$ cat src/rtl/top_level_pkg.sv
`default_nettype none
// ============================================================================
// Module      : top_level_pkg
// Description : Shared constants for the Fibonacci LCD display: HD44780
//               command codes, every cycle count used by the sequencer and
//               the nibble writer, FSM state encodings and small helpers.
// Ports       : none (package)
// Revision    : 1.0 - initial release
// ============================================================================
package top_level_pkg;

    // HD44780 command bytes
    localparam logic [7:0] c_CMD_FUNC_SET   = 8'h28;  // 4-bit bus, 2 lines, 5x8
    localparam logic [7:0] c_CMD_ENTRY_MODE = 8'h06;  // increment, no shift
    localparam logic [7:0] c_CMD_DISPLAY_ON = 8'h0C;  // display on, no cursor
    localparam logic [7:0] c_CMD_CLEAR      = 8'h01;
    localparam logic [7:0] c_CMD_SET_ADDR0  = 8'h80;  // DDRAM address 0

    // Power-on initialisation nibbles
    localparam logic [3:0] c_INIT_NIB_WAKE  = 4'h3;
    localparam logic [3:0] c_INIT_NIB_4BIT  = 4'h2;

    // Cycle counts (50 MHz clock)
    localparam int c_CYC_SETUP      = 2;
    localparam int c_CYC_E_HIGH     = 12;
    localparam int c_CYC_HOLD       = 2;
    localparam int c_CYC_NIB_GAP    = 50;
    localparam int c_CYC_BYTE_GAP   = 2000;
    localparam int c_CYC_POWER_ON   = 750000;
    localparam int c_CYC_INIT1      = 205000;
    localparam int c_CYC_INIT2      = 5000;
    localparam int c_CYC_INIT3      = 2000;
    localparam int c_CYC_INIT4      = 2000;
    localparam int c_CYC_CLEAR      = 82000;

    // Simulation shortening: long waits collapse to this length
    localparam int c_FAST_THRESHOLD = 2000;
    localparam int c_CYC_FAST       = 64;

    // Wide enough for the 750000-cycle power-on wait
    localparam int c_CNT_W          = 20;

    // Sequencer states
    typedef enum logic [2:0] {
        S_PWR_WAIT  = 3'd0,
        S_INIT_BUSY = 3'd1,
        S_INIT_WAIT = 3'd2,
        S_CMD_BUSY  = 3'd3,
        S_CLR_WAIT  = 3'd4,
        S_ADDR_BUSY = 3'd5,
        S_CHAR_BUSY = 3'd6
    } ctrl_state_t;

    // Nibble writer states
    typedef enum logic [2:0] {
        W_IDLE     = 3'd0,
        W_SETUP    = 3'd1,
        W_HIGH     = 3'd2,
        W_HOLD     = 3'd3,
        W_GAP      = 3'd4,
        W_BYTE_GAP = 3'd5
    } wr_state_t;

    // Terminal counter value for a wait of the given length. Counters run
    // 0..N-1, so the wait lasts exactly N cycles.
    function automatic logic [c_CNT_W-1:0] f_wait_last(input int cycles, input bit fast);
        int eff;
        eff = (fast && (cycles >= c_FAST_THRESHOLD)) ? c_CYC_FAST : cycles;
        return c_CNT_W'(eff - 1);
    endfunction

    // Uppercase ASCII hex digit
    function automatic logic [7:0] f_hex_char(input logic [3:0] digit);
        if (digit < 4'd10) begin
            return 8'h30 + {4'h0, digit};
        end
        return 8'h37 + {4'h0, digit};
    endfunction

endpackage
`default_nettype wire

$ cat src/rtl/lcd_writer.sv
`default_nettype none
// ============================================================================
// Module      : lcd_writer
// Description : Sends one byte (high nibble first) or one single nibble to an
//               HD44780 LCD on a 4-bit bus, generating the enable strobe with
//               setup / pulse / hold / gap timing. Pulses o_done once the
//               transfer, including its trailing idle time, is complete.
// Ports       : clk           - clock, rising edge
//               rst_n         - synchronous reset, active low
//               i_start       - one-cycle request, accepted only when idle
//               i_data        - byte to send (bits [3:0] when single nibble)
//               i_rs          - register select for the transfer
//               i_nibble_only - send only i_data[3:0], no trailing byte gap
//               o_sf_d        - LCD data nibble
//               o_lcd_e       - LCD enable strobe
//               o_lcd_rs      - LCD register select
//               o_done        - one-cycle completion pulse
// Revision    : 1.0 - initial release
// ============================================================================
module lcd_writer #(
    parameter bit FAST_SIM = 1'b0
) (
    input  logic       clk,
    input  logic       rst_n,
    input  logic       i_start,
    input  logic [7:0] i_data,
    input  logic       i_rs,
    input  logic       i_nibble_only,
    output logic [3:0] o_sf_d,
    output logic       o_lcd_e,
    output logic       o_lcd_rs,
    output logic       o_done
);
    import top_level_pkg::*;

    localparam logic [c_CNT_W-1:0] c_LAST_SETUP    = f_wait_last(c_CYC_SETUP,    FAST_SIM);
    localparam logic [c_CNT_W-1:0] c_LAST_E_HIGH   = f_wait_last(c_CYC_E_HIGH,   FAST_SIM);
    localparam logic [c_CNT_W-1:0] c_LAST_HOLD     = f_wait_last(c_CYC_HOLD,     FAST_SIM);
    localparam logic [c_CNT_W-1:0] c_LAST_NIB_GAP  = f_wait_last(c_CYC_NIB_GAP,  FAST_SIM);
    localparam logic [c_CNT_W-1:0] c_LAST_BYTE_GAP = f_wait_last(c_CYC_BYTE_GAP, FAST_SIM);

    wr_state_t          r_state;
    logic [c_CNT_W-1:0] r_cnt;
    logic [3:0]         r_low_nib;
    logic               r_nib_only;
    logic               r_last;      // the nibble on the bus is the final one
    logic [3:0]         r_sf_d;
    logic               r_lcd_e;
    logic               r_lcd_rs;
    logic               r_done;

    always_ff @(posedge clk) begin
        if (!rst_n) begin
            r_state    <= W_IDLE;
            r_cnt      <= '0;
            r_low_nib  <= 4'h0;
            r_nib_only <= 1'b0;
            r_last     <= 1'b0;
            r_sf_d     <= 4'h0;
            r_lcd_e    <= 1'b0;
            r_lcd_rs   <= 1'b0;
            r_done     <= 1'b0;
        end else begin
            r_done <= 1'b0;
            case (r_state)
                W_IDLE: begin
                    if (i_start) begin
                        r_sf_d     <= i_nibble_only ? i_data[3:0] : i_data[7:4];
                        r_low_nib  <= i_data[3:0];
                        r_lcd_rs   <= i_rs;
                        r_nib_only <= i_nibble_only;
                        r_last     <= i_nibble_only;
                        r_cnt      <= '0;
                        r_state    <= W_SETUP;
                    end
                end
                W_SETUP: begin
                    if (r_cnt == c_LAST_SETUP) begin
                        r_cnt   <= '0;
                        r_lcd_e <= 1'b1;
                        r_state <= W_HIGH;
                    end else begin
                        r_cnt <= r_cnt + 1'b1;
                    end
                end
                W_HIGH: begin
                    if (r_cnt == c_LAST_E_HIGH) begin
                        r_cnt   <= '0;
                        r_lcd_e <= 1'b0;
                        r_state <= W_HOLD;
                    end else begin
                        r_cnt <= r_cnt + 1'b1;
                    end
                end
                W_HOLD: begin
                    if (r_cnt == c_LAST_HOLD) begin
                        r_cnt <= '0;
                        if (!r_last) begin
                            r_state <= W_GAP;
                        end else if (r_nib_only) begin
                            // Single nibbles leave the trailing wait to the sequencer
                            r_done  <= 1'b1;
                            r_state <= W_IDLE;
                        end else begin
                            r_state <= W_BYTE_GAP;
                        end
                    end else begin
                        r_cnt <= r_cnt + 1'b1;
                    end
                end
                W_GAP: begin
                    if (r_cnt == c_LAST_NIB_GAP) begin
                        r_cnt   <= '0;
                        r_sf_d  <= r_low_nib;
                        r_last  <= 1'b1;
                        r_state <= W_SETUP;
                    end else begin
                        r_cnt <= r_cnt + 1'b1;
                    end
                end
                W_BYTE_GAP: begin
                    if (r_cnt == c_LAST_BYTE_GAP) begin
                        r_cnt   <= '0;
                        r_done  <= 1'b1;
                        r_state <= W_IDLE;
                    end else begin
                        r_cnt <= r_cnt + 1'b1;
                    end
                end
                default: begin
                    r_cnt   <= '0;
                    r_lcd_e <= 1'b0;
                    r_state <= W_IDLE;
                end
            endcase
        end
    end

    assign o_sf_d   = r_sf_d;
    assign o_lcd_e  = r_lcd_e;
    assign o_lcd_rs = r_lcd_rs;
    assign o_done   = r_done;

endmodule
`default_nettype wire

$ cat src/rtl/top_level.sv
`default_nettype none
// ============================================================================
// Module      : top_level
// Description : Fibonacci counter shown on an HD44780 LCD. Runs the LCD
//               power-on initialisation, then repeatedly writes register A as
//               four hex characters at DDRAM address 0, stepping the 16-bit
//               Fibonacci datapath once after every complete refresh.
// Ports       : CLK_50MHZ - 50 MHz clock, rising edge
//               BTN_NORTH - synchronous reset, active low
//               SF_D      - LCD data nibble
//               LCD_E     - LCD enable strobe
//               LCD_RS    - LCD register select (0 command, 1 data)
//               LCD_RW    - LCD read/write, always write
// Revision    : 1.0 - initial release
// ============================================================================
module top_level #(
    parameter bit FAST_SIM = 1'b0
) (
    input  logic        CLK_50MHZ,
    input  logic        BTN_NORTH,
    output logic [11:8] SF_D,
    output logic        LCD_E,
    output logic        LCD_RS,
    output logic        LCD_RW
);
    import top_level_pkg::*;

    localparam logic [c_CNT_W-1:0] c_LAST_POWER = f_wait_last(c_CYC_POWER_ON, FAST_SIM);
    localparam logic [c_CNT_W-1:0] c_LAST_INIT1 = f_wait_last(c_CYC_INIT1,    FAST_SIM);
    localparam logic [c_CNT_W-1:0] c_LAST_INIT2 = f_wait_last(c_CYC_INIT2,    FAST_SIM);
    localparam logic [c_CNT_W-1:0] c_LAST_INIT3 = f_wait_last(c_CYC_INIT3,    FAST_SIM);
    localparam logic [c_CNT_W-1:0] c_LAST_INIT4 = f_wait_last(c_CYC_INIT4,    FAST_SIM);
    localparam logic [c_CNT_W-1:0] c_LAST_CLEAR = f_wait_last(c_CYC_CLEAR,    FAST_SIM);

    ctrl_state_t        r_state;
    logic [c_CNT_W-1:0] r_cnt;
    logic [1:0]         r_idx;       // init nibble / command / character index
    logic [15:0]        r_a;
    logic [15:0]        r_b;
    logic               r_start;
    logic [7:0]         r_data;
    logic               r_rs;
    logic               r_nib_only;

    logic               w_done;
    logic [3:0]         w_sf_d;
    logic [c_CNT_W-1:0] w_init_wait_last;
    logic [7:0]         w_cmd_next;
    logic [1:0]         w_char_idx;
    logic [3:0]         w_digit;
    logic [7:0]         w_char;

    // Lookups for the item that follows the current index
    always_comb begin
        w_init_wait_last = c_LAST_INIT1;
        case (r_idx)
            2'd0:    w_init_wait_last = c_LAST_INIT1;
            2'd1:    w_init_wait_last = c_LAST_INIT2;
            2'd2:    w_init_wait_last = c_LAST_INIT3;
            default: w_init_wait_last = c_LAST_INIT4;
        endcase

        w_cmd_next = c_CMD_ENTRY_MODE;
        case (r_idx)
            2'd0:    w_cmd_next = c_CMD_ENTRY_MODE;
            2'd1:    w_cmd_next = c_CMD_DISPLAY_ON;
            default: w_cmd_next = c_CMD_CLEAR;
        endcase

        // After the address command the first (most significant) digit goes out
        w_char_idx = (r_state == S_CHAR_BUSY) ? (r_idx + 2'd1) : 2'd0;
        w_digit    = r_a[15:12];
        case (w_char_idx)
            2'd0:    w_digit = r_a[15:12];
            2'd1:    w_digit = r_a[11:8];
            2'd2:    w_digit = r_a[7:4];
            default: w_digit = r_a[3:0];
        endcase
        w_char = f_hex_char(w_digit);
    end

    always_ff @(posedge CLK_50MHZ) begin
        if (!BTN_NORTH) begin
            r_state    <= S_PWR_WAIT;
            r_cnt      <= '0;
            r_idx      <= 2'd0;
            r_a        <= 16'h0000;
            r_b        <= 16'h0001;
            r_start    <= 1'b0;
            r_data     <= 8'h00;
            r_rs       <= 1'b0;
            r_nib_only <= 1'b0;
        end else begin
            r_start <= 1'b0;
            case (r_state)
                S_PWR_WAIT: begin
                    if (r_cnt == c_LAST_POWER) begin
                        r_cnt      <= '0;
                        r_idx      <= 2'd0;
                        r_start    <= 1'b1;
                        r_data     <= {4'h0, c_INIT_NIB_WAKE};
                        r_rs       <= 1'b0;
                        r_nib_only <= 1'b1;
                        r_state    <= S_INIT_BUSY;
                    end else begin
                        r_cnt <= r_cnt + 1'b1;
                    end
                end
                S_INIT_BUSY: begin
                    if (w_done) begin
                        r_cnt   <= '0;
                        r_state <= S_INIT_WAIT;
                    end
                end
                S_INIT_WAIT: begin
                    if (r_cnt == w_init_wait_last) begin
                        r_cnt   <= '0;
                        r_start <= 1'b1;
                        r_rs    <= 1'b0;
                        if (r_idx == 2'd3) begin
                            r_idx      <= 2'd0;
                            r_data     <= c_CMD_FUNC_SET;
                            r_nib_only <= 1'b0;
                            r_state    <= S_CMD_BUSY;
                        end else begin
                            r_idx      <= r_idx + 2'd1;
                            r_data     <= {4'h0, (r_idx == 2'd2) ? c_INIT_NIB_4BIT : c_INIT_NIB_WAKE};
                            r_nib_only <= 1'b1;
                            r_state    <= S_INIT_BUSY;
                        end
                    end else begin
                        r_cnt <= r_cnt + 1'b1;
                    end
                end
                S_CMD_BUSY: begin
                    if (w_done) begin
                        if (r_idx == 2'd3) begin
                            r_cnt   <= '0;
                            r_state <= S_CLR_WAIT;
                        end else begin
                            r_idx   <= r_idx + 2'd1;
                            r_start <= 1'b1;
                            r_data  <= w_cmd_next;
                            r_rs    <= 1'b0;
                        end
                    end
                end
                S_CLR_WAIT: begin
                    if (r_cnt == c_LAST_CLEAR) begin
                        r_cnt   <= '0;
                        r_start <= 1'b1;
                        r_data  <= c_CMD_SET_ADDR0;
                        r_rs    <= 1'b0;
                        r_state <= S_ADDR_BUSY;
                    end else begin
                        r_cnt <= r_cnt + 1'b1;
                    end
                end
                S_ADDR_BUSY: begin
                    if (w_done) begin
                        r_idx   <= 2'd0;
                        r_start <= 1'b1;
                        r_data  <= w_char;
                        r_rs    <= 1'b1;
                        r_state <= S_CHAR_BUSY;
                    end
                end
                S_CHAR_BUSY: begin
                    if (w_done) begin
                        r_start <= 1'b1;
                        if (r_idx == 2'd3) begin
                            // Refresh complete: one Fibonacci step, then re-address
                            r_a     <= r_b;
                            r_b     <= r_a + r_b;
                            r_data  <= c_CMD_SET_ADDR0;
                            r_rs    <= 1'b0;
                            r_state <= S_ADDR_BUSY;
                        end else begin
                            r_idx  <= r_idx + 2'd1;
                            r_data <= w_char;
                            r_rs   <= 1'b1;
                        end
                    end
                end
                default: begin
                    r_cnt   <= '0;
                    r_state <= S_PWR_WAIT;
                end
            endcase
        end
    end

    lcd_writer #(
        .FAST_SIM(FAST_SIM)
    ) u_lcd_writer (
        .clk           (CLK_50MHZ),
        .rst_n         (BTN_NORTH),
        .i_start       (r_start),
        .i_data        (r_data),
        .i_rs          (r_rs),
        .i_nibble_only (r_nib_only),
        .o_sf_d        (w_sf_d),
        .o_lcd_e       (LCD_E),
        .o_lcd_rs      (LCD_RS),
        .o_done        (w_done)
    );

    assign SF_D   = w_sf_d;
    assign LCD_RW = 1'b0;

endmodule
`default_nettype wire

$ cat config.mk
export PLATFORM = sky130hd
export DESIGN_NAME = top_level
export DESIGN_NICKNAME = d
export VERILOG_FILES = /design/src/rtl/top_level_pkg.sv /design/src/rtl/lcd_writer.sv /design/src/rtl/top_level.sv
export SDC_FILE = /design/constraint.sdc
export NUM_CORES = 1
export LEC_CHECK = 0
export ABC_AREA = 1
export CORE_AREA = 2 2 138 140
export CTS_CLUSTER_SIZE = 14
export DETAILED_ROUTE_END_ITERATION = 6
export DIE_AREA = 0 0 140 142
export GPL_ROUTABILITY_DRIVEN = 0
export PLACE_DENSITY = 0.48
export SLEW_MARGIN = 20
export SYNTH_ARGS = -nofsm -noshare
export SYNTH_HDL_FRONTEND = slang
export SYNTH_HIERARCHICAL = 1
export SYNTH_SLANG_ARGS = --single-unit
export TNS_END_PERCENT = 5
$ cat constraint.sdc
create_clock -name CLK_50MHZ -period 3.3 [get_ports CLK_50MHZ]
set_input_delay 0.33 -clock CLK_50MHZ [delete_from_list [all_inputs] [get_ports CLK_50MHZ]]
set_output_delay 0.33 -clock CLK_50MHZ [all_outputs]
set_load 0.005 [all_outputs]
==> flow_summary.json, run 1 <==
{
  "relSlewSlack": 0.345,
  "tns_ps": 0,
  "cp_num_buf_inv": 1,
  "crit_path_max_incr_delay_ps": 440,
  "die_w_um": 140,
  "n_antenna_cell": 0,
  "crit_family": "simple AND/OR/NAND/NOR gates",
  "max_freq_mhz": 426,
  "dp.cells": 1157,
  "yosysMostFrequentCell": "nand2_1",
  "syn_avg_cell_area_um2": 6.72,
  "viasPerCell": 4.82,
  "yosys.cell_types.count": 50,
  "fin_cells": 1172,
  "drt-total-wl_um": 15400,
  "yosys-mux-area-fraction": 0.00633,
  "rr_worst_depth": 14,
  "path_class": "reg -> reg",
  "failed_checks": "DRC",
  "grt_pass1_vias": 5312,
  "ys_ff_latch": 104,
  "crit_cells": 14,
  "cts_resized": 0,
  "worst_pin_slew_ps": 982,
  "io_buffers": 7,
  "yosys.area.top_type_share": 0.329,
  "power_density_nw_per_um2": 468,
  "cts_made_buffers": 9,
  "run_status": "complete, but fails checks",
  "hpwl_um": 11400,
  "cap_violations": 0,
  "ios": 9,
  "fp.dieH_um": 142,
  "synth_area_um2": 6320,
  "crit_path_end_kind": "flip-flop",
  "cp.required_ps": 3500,
  "fin_crit_sh": 0.711,
  "ant_nets": 0,
  "area_growth_pct": 8.18,
  "cts_setup_buffers": 0,
  "yosysWarnings": 6,
  "seqCellArea_um2": 2080,
  "synth_xor_area_frac": 0.0346,
  "min_path_cells": 2,
  "async_reset_ff_frac": 0,
  "synth-simple-area-share": 0.331,
  "drc": 1,
  "worstPathCellList": "inv_2 > ha_1 > nand4_4 > nand3_1 > nand3_1 > a21oi_1 > ha_1 > nand3_1 > nand2_1 > nand2_1 > nand3_1 > nand2_1 > nand2_1 > a21oi_1",
  "firstDrtPassIters": 7,
  "clock_latency_ps": 350,
  "rows": 50,
  "core_um2": 18500,
  "grt_util_all_layers": 0.163,
  "initial_core_util": 0.343,
  "cts_tree": "built",
  "p_leak_nw": 2.95,
  "start_kind": "flip-flop",
  "hold_violations": 0,
  "fin_skew_ps": 8.88,
  "multi_input_area_um2": 3610,
  "clockBufferDepth": 2,
  "ys_seq_area_frac": 0.329,
  "fin_crit_ps": 2350,
  "synth_fp_nets": 967,
  "synth_compound_area_frac": 0.151,
  "synthAdderAreaFrac": 0.0487,
  "drive_gt1_frac": 0.0725,
  "clkTransAtPathRegs_ps": 70,
  "grt_pass1_wl_um": 26600,
  "synth_cells": 941,
  "setup_viol": 0,
  "dieArea_um2": 19900,
  "nets": 960,
  "antenna_found_initial": 0,
  "initialDrtViolationCount": 288,
  "routedWlPerCell_um": 13.1,
  "ir_drop_mv": 0.234,
  "slowest_stage": "dfxtp_1",
  "clkSinkCount": 104,
  "grt_max_degree": 38,
  "hold_class": "reg -> reg",
  "synth_edf_count": 0,
  "synth_top_family_by_area": "simple AND/OR/NAND/NOR gates",
  "cts_root_buf": "clkbuf_16",
  "synth_flop_cell": "dfxtp_1",
  "crit_fanout": 8,
  "arrival_ps": 2540,
  "fill_cells": 2019,
  "gr-total-overflow": 0,
  "cts_hold_repair.buffers": 0,
  "synthTopCellsByCount": "171 x nand2_1, 136 x nor2_1, 113 x inv_1",
  "yosysTopAreaCell": "dfxtp_1",
  "slew_viol_final": 0,
  "grt_setup_unrepaired": "false",
  "htree_levels": 3,
  "dr_total_vias": 5653,
  "synthTopCellsByArea": "dfxtp_1 33%, nand2_1 10%, nor2_1 8.1%"
}
power by group:
part	total (W)	internal, W	switching (W)
logic	0.000735	0.000230	0.000505
registers	0.00139	0.00132	0.0000682
clock network	0.00108	0.000585	0.000491
sequential cells by signal, summed over array words and instances, names as in the netlist:
signal,count
u_lcd_writer/o_lcd_rs,1
r_state,3
u_lcd_writer/o_sf_d,4
u_lcd_writer/r_nib_only,1
u_lcd_writer/o_lcd_e,1
r_b,16
r_nib_only,1
r_start,1
u_lcd_writer/r_low_nib,4
r_idx,2
u_lcd_writer/r_last,1
r_rs,1
u_lcd_writer/o_done,1
r_cnt,20
u_lcd_writer/r_state,3
r_data,8
u_lcd_writer/r_cnt,20
r_a,16
worst min-delay path, stage by stage (launching register included):
cell and delay [ps]:
dfxtp_1 310, inv_1 50, a21oi_1 50
cells by family (layout without fill, tap and decap cells):
group | after synthesis | in the layout
and+or+nand+nor | 454 | 454
DFF | 104 | 104
muxes | 4 | 4
buffers and inverters | 155 | 152
AOI/OAI and AO/OA | 174 | 174
adders and majority gates | 24 | 24
other | 1 | 1
xor gates and xnor gates | 25 | 25
per-layer routing:
metal / GRT usage / routed length [µm] / share of wire / up-vias
li1: - / - / - / 3050
met4: 0.0351 / 160 / 0.010 / 0
met2: 0.258 / 6560 / 0.43 / 84
met5: 0 / 0 / 0 / -
met1: 0.231 / 8180 / 0.53 / 2505
met3: 0.0336 / 503 / 0.033 / 14
worst paths after layout:
kind,from,endpoint,slack (ps)
setup / recovery,r_idx[0],r_data[2],950
hold / removal,u_lcd_writer/r_low_nib[0],u_lcd_writer/r_low_nib[0],450
setup reg to reg,r_idx[0],r_data[2],950
hold reg to reg,u_lcd_writer/r_low_nib[0],u_lcd_writer/r_low_nib[0],450
cell type report:
type,count,area share
well taps,234,0.0428
flip-flops and latches,104,0.304
repair buffers,9,0.0117
multi-input cells,682,0.529
clock inverters,5,0.00860
inverters,128,0.0703
clock buffers,10,0.0335
cell usage in the layout (no fill, tap or decap), types with 10 or more instances in the layout:
| cell | count |
|---|---|
| nand4_1 | 24 |
| xor2_1 | 18 |
| nor3_1 | 17 |
| o21ai_0 | 58 |
| inv_2 | 15 |
| dfxtp_1 | 104 |
| inv_1 | 113 |
| nand3_1 | 59 |
| nor2_1 | 136 |
| a21oi_1 | 71 |
| nand2_2 | 10 |
| ha_1 | 23 |
| o21ai_1 | 16 |
| nand2_1 | 171 |
metrics by stage:
| stage | cell area (µm²) | setup WS [ps] | hold slack (ps) | power (W) | utilization |
|---|---|---|---|---|---|
| 4_1_cts | 6840 | 928 | 446 | 0.00326 | 0.371 |
| 6_report | 6840 | 954 | 446 | 0.00320 | 0.371 |
| 3_3_place_gp | 6550 | 962 | 436 | 0.00215 | 0.355 |
| 2_1_floorplan | 6320 | 1210 | 424 | 0.00198 | - |
| 5_1_grt | 6840 | 608 | 458 | 0.00341 | 0.371 |
| 3_5_place_dp | 6550 | 927 | 435 | 0.00216 | 0.355 |
Power figures use the tool's default switching activity.
==> run 2: changes to the inputs <==
==> constraint.sdc (replaced) <==
create_clock -name CLK_50MHZ -period 2.3 [get_ports CLK_50MHZ]
set_input_delay 0.23 -clock CLK_50MHZ [delete_from_list [all_inputs] [get_ports CLK_50MHZ]]
set_output_delay 0.23 -clock CLK_50MHZ [all_outputs]
set_load 0.005 [all_outputs]
==> run 2 against run 1 <==
Net effect:
- the flow still finishes with violations (DRC)
- combinational power is 54% higher
- clock power up 66%
- global-route usage decreased by 0.19 points
- power up 53%
- sequential power rose by 42%
- final cell count is 1.5% higher
- setup slack got worse by 850 ps
- worst hold slack got worse by 93 ps
- critical endpoint unchanged
==> flow_summary.json, run 2 (synthesized netlist as in run 1, its figures left out) <==
{
  "clockBufferDepth": 2,
  "crit_fanout": 6,
  "start_kind": "flip-flop",
  "failed_checks": "DRC",
  "initialDrtViolationCount": 326,
  "n_antenna_cell": 0,
  "nets": 977,
  "power_w": 0.00490,
  "dr_total_vias": 5663,
  "path_class": "reg -> reg",
  "slew_viol_final": 0,
  "hp-start": "BTN_NORTH",
  "clock_latency_ps": 360,
  "area_growth_pct": 11.9,
  "grt_max_degree": 59,
  "hold_end": "u_lcd_writer/o_lcd_e",
  "cts_made_buffers": 9,
  "rr_worst_depth": 14,
  "reg2reg_slack_ps": 100,
  "fin_hold_ws_ps": 354,
  "fin_cells": 1190,
  "fin_crit_sh": 0.955,
  "p_leak_nw": 3.07,
  "setup_viol": 0,
  "max_freq_mhz": 455,
  "drive_gt1_frac": 0.0973,
  "grt_pass1_vias": 5316,
  "viasPerCell": 4.76,
  "rows": 50,
  "final_cell_mix": "170 x nand2_1, 135 x nor2_1, 113 x inv_1",
  "cts_root_buf": "clkbuf_16",
  "grt_util_all_layers": 0.161,
  "cts_tree": "built",
  "final_util": 0.383,
  "relSlewSlack": 0.391,
  "crit_path_end_kind": "flip-flop",
  "pre_cts_ws_ps": 28.8,
  "io_buffers": 7,
  "antenna_found_initial": 0,
  "timing.final.ws_setup_ps": 103,
  "clkSinkCount": 104,
  "gr-total-overflow": 0,
  "htree_levels": 3,
  "busiest_layer": "met2",
  "fill_cells": 1997,
  "dieArea_um2": 19900,
  "grt_use_met1": 0.228,
  "firstDrtPassIters": 7,
  "cp.required_ps": 2500,
  "fin_skew_ps": 8.97,
  "grt_util_met2": 0.254,
  "routedWlPerCell_um": 12.9,
  "grtUsageMet3": 0.0299,
  "largest_registers": "r_cnt x20, u_lcd_writer/r_cnt x20",
  "cts_hold_repair.buffers": 0,
  "ant_nets": 0,
  "die_w_um": 140,
  "fp.dieH_um": 142,
  "timing.rr.end": "r_data[2]",
  "power_density_nw_per_um2": 693,
  "dp.cells": 1171,
  "initial_core_util": 0.343,
  "final_common_cell": "nand2_1",
  "drc": 1,
  "cap_violations": 0,
  "hpwl_um": 11500,
  "grt_pass1_wl_um": 26400,
  "rr_startpoint": "r_idx[1]",
  "clkTransAtPathRegs_ps": 70,
  "grt_setup_unrepaired": "true",
  "arrival_ps": 2390,
  "worst_pin_slew_ps": 913,
  "ios": 9,
  "hold_class": "in -> reg",
  "ir_drop_mv": 0.432,
  "min_path_cells": 4,
  "drt-total-wl_um": 15400,
  "fin_crit_ps": 2200,
  "core_um2": 18500,
  "hold_violations": 0,
  "run_status": "complete, but fails checks"
}
[run 2: stage by stage]
stage	setup TNS, ps	cell area (µm²)
2_1_floorplan	0	6320
3_3_place_gp	0	6680
3_5_place_dp	0	6680
4_1_cts	0	7030
5_1_grt	-125	7070
6_report	0	7070
[run 2: power by group]
group | internal (W) | switching (W) | total (W)
combinational | 0.000386 | 0.000747 | 0.00113
clock | 0.00107 | 0.000720 | 0.00179
sequential | 0.00190 | 0.0000870 | 0.00198
total | 0.00335 | 0.00155 | 0.00490
[run 2: area by class of cell]
class | instances | area, µm² | area share
Clock buffer | 9 | 225 | 0.0318
Timing Repair Buffer | 26 | 233 | 0.0329
Clock inverter | 7 | 120 | 0.0170
Sequential cell | 104 | 2080 | 0.295
Tap cell | 234 | 293 | 0.0414
Multi-Input combinational cell | 682 | 3640 | 0.514
Inverter | 128 | 480 | 0.0679
[run 2: layer usage]
layer  wire length, µm  share of wire
met5                 0              0
met4               198          0.013
met3               428          0.028
met2              6600           0.43
met1              8170           0.53
[run 2: timing repair]
action,CTS,global route
setup endpoints to repair,0,24
gates resized for setup,0,8
buffers inserted,0,3
[run 2: critical path, stage by stage (launching register included)]
cell and delay [ps]:
dfxtp_2 370, inv_1 70, ha_1 390, nand4_4 160
nor2_2 220, nand2_1 80, nand2_1 130, ha_1 210
nand3_1 80, nand2_1 70, nand2_1 50, nand3_1 70
nand2_1 50, nand2_1 60, a21oi_1 50
[run 2: worst max-delay path by stage]
stage,from,endpoint,slack (ps)
after floorplan,r_idx[0],r_data[2],210
after global placement,r_idx[0],r_data[2],80
after detailed placement,r_idx[1],r_data[2],30
after CTS,r_idx[1],r_data[2],6
after global routing,r_idx[1],r_data[2],-130
final,r_idx[1],r_data[2],100
